**src/rtl/ysyx_2022040010_id_ex_pkg.sv**
```systemverilog
// Shared constants, shift-op encodings and the EX payload record for the
// ID->EX pipeline register.
package ysyx_2022040010_id_ex_pkg;

    localparam int XLEN      = 64;
    localparam int RIDX      = 5;
    localparam int SHAMT64_W = 6;
    localparam int SHAMT32_W = 5;

    // One-hot shifter operation encodings
    localparam logic [2:0] SHIFT_SLL  = 3'b100;
    localparam logic [2:0] SHIFT_SRL  = 3'b010;
    localparam logic [2:0] SHIFT_SRA  = 3'b001;
    localparam logic [2:0] SHIFT_NONE = 3'b000;

    // Everything EX sees besides the valid bit
    typedef struct packed {
        logic [XLEN-1:0] pc;
        logic [XLEN-1:0] operand;
        logic [XLEN-1:0] amount;
        logic [XLEN-1:0] src2;
        logic [2:0]      shift_op;
        logic            alu_32;
        logic [RIDX-1:0] rd_idx;
        logic            rd_wen;
        logic            is_load;
    } ex_payload_t;

    // The shifter shifts by the full 64-bit amount, so only the legal
    // shamt bits may survive: 5 bits for W-form ops, 6 bits otherwise.
    function automatic logic [XLEN-1:0] mask_shamt(
        input logic [SHAMT64_W-1:0] low_bits,
        input logic                 is_32
    );
        logic [XLEN-1:0] amt;
        if (is_32) begin
            amt = {{(XLEN-SHAMT32_W){1'b0}}, low_bits[SHAMT32_W-1:0]};
        end else begin
            amt = {{(XLEN-SHAMT64_W){1'b0}}, low_bits};
        end
        return amt;
    endfunction

endpackage

```
**src/rtl/ysyx_2022040010_id_ex_fwd_mux.sv**
```systemverilog
// Operand bypass selector: x0, then the post-EX stage (non-load only),
// then write-back, then the register-file read data.
module ysyx_2022040010_fwd_mux
    import ysyx_2022040010_id_ex_pkg::*;
(
    input  logic [RIDX-1:0] i_idx,
    input  logic [XLEN-1:0] i_rf_data,
    input  logic [RIDX-1:0] i_exm_rd_idx,
    input  logic            i_exm_rd_wen,
    input  logic            i_exm_is_load,
    input  logic [XLEN-1:0] i_exm_result,
    input  logic [RIDX-1:0] i_wb_rd_idx,
    input  logic            i_wb_rd_wen,
    input  logic [XLEN-1:0] i_wb_result,
    output logic [XLEN-1:0] o_operand
);

    // Priority bypass selection; a load in exm has no data yet and is skipped
    always_comb begin
        o_operand = i_rf_data;
        if (i_idx == {RIDX{1'b0}}) begin
            o_operand = {XLEN{1'b0}};
        end else if (i_exm_rd_wen && !i_exm_is_load && (i_exm_rd_idx == i_idx)) begin
            o_operand = i_exm_result;
        end else if (i_wb_rd_wen && (i_wb_rd_idx == i_idx)) begin
            o_operand = i_wb_result;
        end else begin
            o_operand = i_rf_data;
        end
    end

endmodule

```
**src/rtl/ysyx_2022040010_id_ex.sv**
```systemverilog
// ID->EX pipeline register: operand forwarding, load-use bubble insertion,
// branch flush and registered, pre-masked shifter operands for EX.
module ysyx_2022040010_id_ex
    import ysyx_2022040010_id_ex_pkg::*;
(
    input  logic            clk,
    input  logic            rst_n,
    input  logic            id_valid,
    output logic            id_ready,
    input  logic [XLEN-1:0] id_pc,
    input  logic [RIDX-1:0] id_rs1_idx,
    input  logic [RIDX-1:0] id_rs2_idx,
    input  logic [XLEN-1:0] id_rs1_data,
    input  logic [XLEN-1:0] id_rs2_data,
    input  logic [XLEN-1:0] id_imm,
    input  logic            id_use_imm,
    input  logic [RIDX-1:0] id_rd_idx,
    input  logic            id_rd_wen,
    input  logic            id_is_load,
    input  logic [2:0]      id_shift_op,
    input  logic            id_alu_32,
    input  logic [RIDX-1:0] exm_rd_idx,
    input  logic            exm_rd_wen,
    input  logic            exm_is_load,
    input  logic [XLEN-1:0] exm_result,
    input  logic [RIDX-1:0] wb_rd_idx,
    input  logic            wb_rd_wen,
    input  logic [XLEN-1:0] wb_result,
    input  logic            flush,
    input  logic            ex_ready,
    output logic            ex_valid,
    output logic [XLEN-1:0] ex_pc,
    output logic [XLEN-1:0] shift_operand,
    output logic [XLEN-1:0] shift_amount,
    output logic [XLEN-1:0] ex_src2,
    output logic [2:0]      shift_op,
    output logic            alu_32,
    output logic [RIDX-1:0] ex_rd_idx,
    output logic            ex_rd_wen,
    output logic            ex_is_load,
    output logic [31:0]     bubble_cnt
);

    logic            r_ex_valid;
    ex_payload_t     r_payload;
    logic [31:0]     r_bubble_cnt;

    logic [XLEN-1:0] w_rs1_fwd;
    logic [XLEN-1:0] w_rs2_fwd;
    logic [XLEN-1:0] w_src2;
    logic            w_rs1_haz;
    logic            w_rs2_haz;
    logic            w_hazard;
    logic            w_ex_free;
    logic            w_load;
    ex_payload_t     w_next;

    ysyx_2022040010_fwd_mux u_fwd_rs1 (
        .i_idx         (id_rs1_idx),
        .i_rf_data     (id_rs1_data),
        .i_exm_rd_idx  (exm_rd_idx),
        .i_exm_rd_wen  (exm_rd_wen),
        .i_exm_is_load (exm_is_load),
        .i_exm_result  (exm_result),
        .i_wb_rd_idx   (wb_rd_idx),
        .i_wb_rd_wen   (wb_rd_wen),
        .i_wb_result   (wb_result),
        .o_operand     (w_rs1_fwd)
    );

    ysyx_2022040010_fwd_mux u_fwd_rs2 (
        .i_idx         (id_rs2_idx),
        .i_rf_data     (id_rs2_data),
        .i_exm_rd_idx  (exm_rd_idx),
        .i_exm_rd_wen  (exm_rd_wen),
        .i_exm_is_load (exm_is_load),
        .i_exm_result  (exm_result),
        .i_wb_rd_idx   (wb_rd_idx),
        .i_wb_rd_wen   (wb_rd_wen),
        .i_wb_result   (wb_result),
        .o_operand     (w_rs2_fwd)
    );

    // A source is stalled when a load that has not produced data targets it
    function automatic logic load_use_hit(input logic [RIDX-1:0] idx);
        logic hit;
        hit = 1'b0;
        if (idx == {RIDX{1'b0}}) begin
            hit = 1'b0;
        end else begin
            hit = (r_ex_valid && r_payload.is_load && r_payload.rd_wen &&
                   (r_payload.rd_idx == idx)) ||
                  (exm_is_load && exm_rd_wen && (exm_rd_idx == idx));
        end
        return hit;
    endfunction

    // Load-use hazard detection; rs2 is not read when the immediate is used
    always_comb begin
        w_rs1_haz = load_use_hit(id_rs1_idx);
        w_rs2_haz = 1'b0;
        if (id_use_imm) begin
            w_rs2_haz = 1'b0;
        end else begin
            w_rs2_haz = load_use_hit(id_rs2_idx);
        end
        w_hazard = id_valid && (w_rs1_haz || w_rs2_haz);
    end

    // Handshake: the register may update when empty or being drained
    always_comb begin
        w_ex_free = !r_ex_valid || ex_ready;
        id_ready  = flush || (w_ex_free && !w_hazard);
        w_load    = !flush && w_ex_free && !w_hazard && id_valid;
    end

    // Assemble the next EX payload from the forwarded operands
    always_comb begin
        w_src2          = id_use_imm ? id_imm : w_rs2_fwd;
        w_next          = '0;
        w_next.pc       = id_pc;
        w_next.operand  = w_rs1_fwd;
        w_next.amount   = mask_shamt(w_src2[SHAMT64_W-1:0], id_alu_32);
        w_next.src2     = w_src2;
        w_next.shift_op = id_shift_op;
        w_next.alu_32   = id_alu_32;
        w_next.rd_idx   = id_rd_idx;
        w_next.rd_wen   = id_rd_wen;
        w_next.is_load  = id_is_load;
    end

    // Valid bit and bubble counter; flush wins over hazard and stall
    always_ff @(posedge clk or negedge rst_n) begin
        if (!rst_n) begin
            r_ex_valid   <= 1'b0;
            r_bubble_cnt <= 32'd0;
        end else if (flush) begin
            r_ex_valid   <= 1'b0;
        end else if (w_ex_free) begin
            if (w_hazard) begin
                r_ex_valid   <= 1'b0;
                r_bubble_cnt <= r_bubble_cnt + 32'd1;
            end else begin
                r_ex_valid   <= id_valid;
            end
        end
    end

    // Payload register, loaded only on an accepted instruction
    always_ff @(posedge clk or negedge rst_n) begin
        if (!rst_n) begin
            r_payload <= '0;
        end else if (w_load) begin
            r_payload <= w_next;
        end
    end

    assign ex_valid      = r_ex_valid;
    assign ex_pc         = r_payload.pc;
    assign shift_operand = r_payload.operand;
    assign shift_amount  = r_payload.amount;
    assign ex_src2       = r_payload.src2;
    assign shift_op      = r_payload.shift_op;
    assign alu_32        = r_payload.alu_32;
    assign ex_rd_idx     = r_payload.rd_idx;
    assign ex_rd_wen     = r_payload.rd_wen;
    assign ex_is_load    = r_payload.is_load;
    assign bubble_cnt    = r_bubble_cnt;

endmodule

```
**config.mk**
```make
export PLATFORM = sky130hd
export DESIGN_NAME = ysyx_2022040010_id_ex
export DESIGN_NICKNAME = d
export VERILOG_FILES = /design/src/rtl/ysyx_2022040010_id_ex_pkg.sv /design/src/rtl/ysyx_2022040010_id_ex_fwd_mux.sv /design/src/rtl/ysyx_2022040010_id_ex.sv
export SDC_FILE = /design/constraint.sdc
export NUM_CORES = 1
export LEC_CHECK = 0
export CORE_AREA = 2 2 283 285
export CTS_BUF_LIST = sky130_fd_sc_hd__clkbuf_16
export CTS_CLUSTER_DIAMETER = 30
export DETAILED_ROUTE_END_ITERATION = 10
export DIE_AREA = 0 0 285 287
export PLACE_DENSITY = 0.47
export SLEW_MARGIN = 20
export SYNTH_ARGS = -nofsm -noshare
export SYNTH_HDL_FRONTEND = slang
export SYNTH_HIERARCHICAL = 1
export SYNTH_SLANG_ARGS = --single-unit
```
**constraint.sdc**
```tcl
create_clock -name clk -period 2.4 [get_ports clk]
set_clock_uncertainty 0.1 [all_clocks]
set_input_delay 0.36 -clock clk [delete_from_list [all_inputs] [get_ports clk]]
set_output_delay 0.36 -clock clk [all_outputs]
set_load 0.02 [all_outputs]
```
==> qor.txt <==
status - complete, but fails checks
failing checks - setup timing
Tot Pwr - 21.51 mW
Starting DRT DRC Count - 1256
worst r2r path cells - 11
Yosys reg bits - 237
total clock buffers created by CTS - 77
CTS Root Cell - clkbuf_16
final setup fails - 124
Max FO, Critical Path - 2
HPWL after DPL - 62610 um
TritonCTS clock tree - yes
Initial Utilization - 0.1855
slowest stage cell on the critical path - dfrtp_1
Fill cells - 7940
Simple-Gate Fraction of Synth Area - 0.1528
CP Class - register to primary output
buffers added on ports - 666
FMAX - 366.4 MHz
die area - 0.08180 mm^2
Core Region - 0.07861 mm^2
Seq/Total Area, Yosys - 0.4066
Overflow after GRT - 0
crit end category - primary output
largest net degree at the start of global routing - 71
mux share of post-synthesis cell area - 0.1528
Pleak - 10.53 nW
CTS H-tree depth - 3
adder-cell share of the synthesized area - 0.0008579
share of layout cells above drive strength 1 - 0.2454
Syn. warnings - 6
cell count after synthesis - 1487
Synth Area in XOR/XNOR - 0.04264
cell area after layout - 0.02737 mm^2
Post-synth ARST share - 1.000
WL per Instance - 24.23 um
startpoint types - register
wire length of the first global-routing pass - 118000 um
GPL Wtd Cong - 0.9356
Mapped Area - 0.01459 mm^2
Die H - 287 um
Top delay family on crit path - simple AND/OR/NAND/NOR gates
Mean Syn Cell Area - 9.808 um^2
Tmin final - 2729 ps
clock sinks - 237
DRT antenna net count - 0
placed instance area - 0.02388 mm^2
via count - 16320
clock slew at reported path FFs - 40 ps
power per standard cell area - 786.0 mW/mm^2
Tightest Pin Transition - 809.0 ps
initial antenna violation count - 12
final hold vios - 0
Slew HR - 0.4606
routed wire length - 82700 um
Yosys top cell by area - dfrtp_1
critical path's largest stage delay - 380 ps
Worst Slack Setup Final - -329.4 ps
Clock Tree Buf Depth - 3
Ports - 725
top cells by area, synth - dfrtp_1 (41%), mux2_2 (11%), nand4_1 (6.0%)
largest family of logic cells by synthesized area - compound AO/OA/AOI/OAI gates
Critical Path RT - 1940 ps
RR Startpoint - ex_valid
Area Growth Syn to Fin - 87.64%
Yosys cell types - 36
Initial DRT Pass Iterations - 6
nets - 2723
max cap viols - 0
post-synth top area share - 0.4066
dominant synthesized flop cell - dfrtp_1
period utilization - 1.137
CP Data Arrival Time - 2270 ps
max-slew violations - 0
drt drc - 0
Die X-Extent - 285 um
Hold Path Class - input port to async pin
crit-path cells - nand3_2 -> nor4_2 -> nand3_1 -> a221oi_2 -> o21a_2 -> nor2_4 -> buf_6
vias in the first global route - 17070
FF-to-FF setup slack - -110 ps
Clock Latency Late Sink - 620 ps
Post-synth EDFFs - 0
Synth Area in Compound Gates - 0.1608
number of placement rows - 103
Vias/cell - 4.782
Max IR drop VDD - 0.0004954 V
unrepaired setup endpoints after global routing - yes
Tot GR Track Use - 0.1936
WP buf/inv - 1
reg-to-reg endpoint - ex_rd_idx[2]
## cell usage after synthesis (15+ instances only)
library cell  number
o21ai_0          128
buf_4             67
a311oi_2          28
a21oi_1           65
a311oi_1          92
dfrtp_1          237
mux2_2           136
nor2_1            69
and3_1            18
nand4_1          139
nand3_1           25
xor2_1            15
clkbuf_1          79
mux2i_1           64
buf_2             83
nor3_1           129
xnor2_1           56
## what timing repair did
item	CTS	global route
cloned	9	1
buffers inserted	9	2
hold buffers	1	0
setup endpoints to repair	82	235
hold endpoints to repair	45	0
pin swaps	12	7
gates resized for setup	61	48
## cell families (layout without fill, tap and decap cells)
group	count (synthesis)	after routing
flops	237	237
fa+ha+maj	1	1
other cells	1	62
compound gates	331	331
buf+inv	229	1044
simple gates	412	412
mux	205	205
xor+xnor	71	71
## sequential cells by signal, summed over array words and instances, names as in the netlist
register	flops
ex_src2	64
ex_valid	1
shift_op	3
ex_is_load	1
alu_32	1
ex_rd_idx	5
ex_rd_wen	1
bubble_cnt	32
shift_amount	1
ex_pc	64
shift_operand	64
## layer usage
metal,routed length (um),GRT usage,part of all wire,vias up
li1,-,-,-,7208
met1,31990,0.2267,0.39,7998
met2,41210,0.3352,0.50,928
met3,7074,0.05762,0.086,176
met4,2349,0.06872,0.028,12
met5,74,0,0.00089,-
## final cells by class
class | count | area (um^2) | area share
timing repair buffer | 904 | 9499 | 0.3471
clock buffer | 77 | 1927 | 0.07041
antenna | 4 | 10.01 | 0.0003657
tap | 1050 | 1314 | 0.04800
multi-input combinational | 1078 | 7855 | 0.2870
sequential | 237 | 5932 | 0.2168
clock inverter | 63 | 830.8 | 0.03036
## how the worst max path moves through the flow
stage / start / end / cells after the start
3_3_place_gp: exm_rd_idx[3] / id_ready / 9
3_5_place_dp: exm_rd_idx[3] / id_ready / 9
6_report: ex_valid / id_ready / 7
2_1_floorplan: ex_rd_idx[4] / id_ready / 7
4_1_cts: ex_valid / id_ready / 7
5_1_grt: ex_valid / id_ready / 7
## power breakdown
group	internal, mW	switching (mW)	total, mW	leakage [nW]
Clock	7.37	3.25	10.6	1.35
Sequential	4.68	0.437	5.12	2.82
Combinational	2.96	2.82	5.78	6.36
Total	15.0	6.51	21.5	10.5
## cells in the final DEF (no fill, tap or decap), types with 8 or more instances in the layout
cell type	instances
nor2_2	21
nor3_1	129
dfrtp_1	236
clkdlybuf4s50_1	661
buf_6	23
mux2i_1	64
clkinv_2	12
o21ai_0	126
a311oi_2	29
a311oi_1	91
inv_1	13
buf_12	51
xor2_1	14
buf_16	13
nand3_1	24
bufinv_16	14
clkinvlp_4	10
xnor2_1	54
o22a_1	8
clkbuf_16	78
conb_1	58
mux2_2	136
nor2_1	45
nand4_1	139
buf_4	146
and3_1	18
a21oi_1	63
## per-stage QoR
| step | setup slack [ps] | hold WS (ps) | TNS, ps | cells | util |
|---|---|---|---|---|---|
| final | -329.4 | 191.5 | -7129 | 3413 | 0.3481 |
| after CTS | -380.0 | 161.9 | -4015 | 3407 | 0.3455 |
| after detailed placement | -937.4 | 236.0 | -142980 | 3250 | 0.3038 |
| after global placement | -907.2 | 231.8 | -139820 | 3250 | 0.3038 |
| after floorplan | 46.75 | -35.59 | 0 | 1544 | - |
| after global routing | -445.3 | 197.9 | -25100 | 3412 | 0.3481 |
No activity file was read; power rests on OpenSTA's default activity.
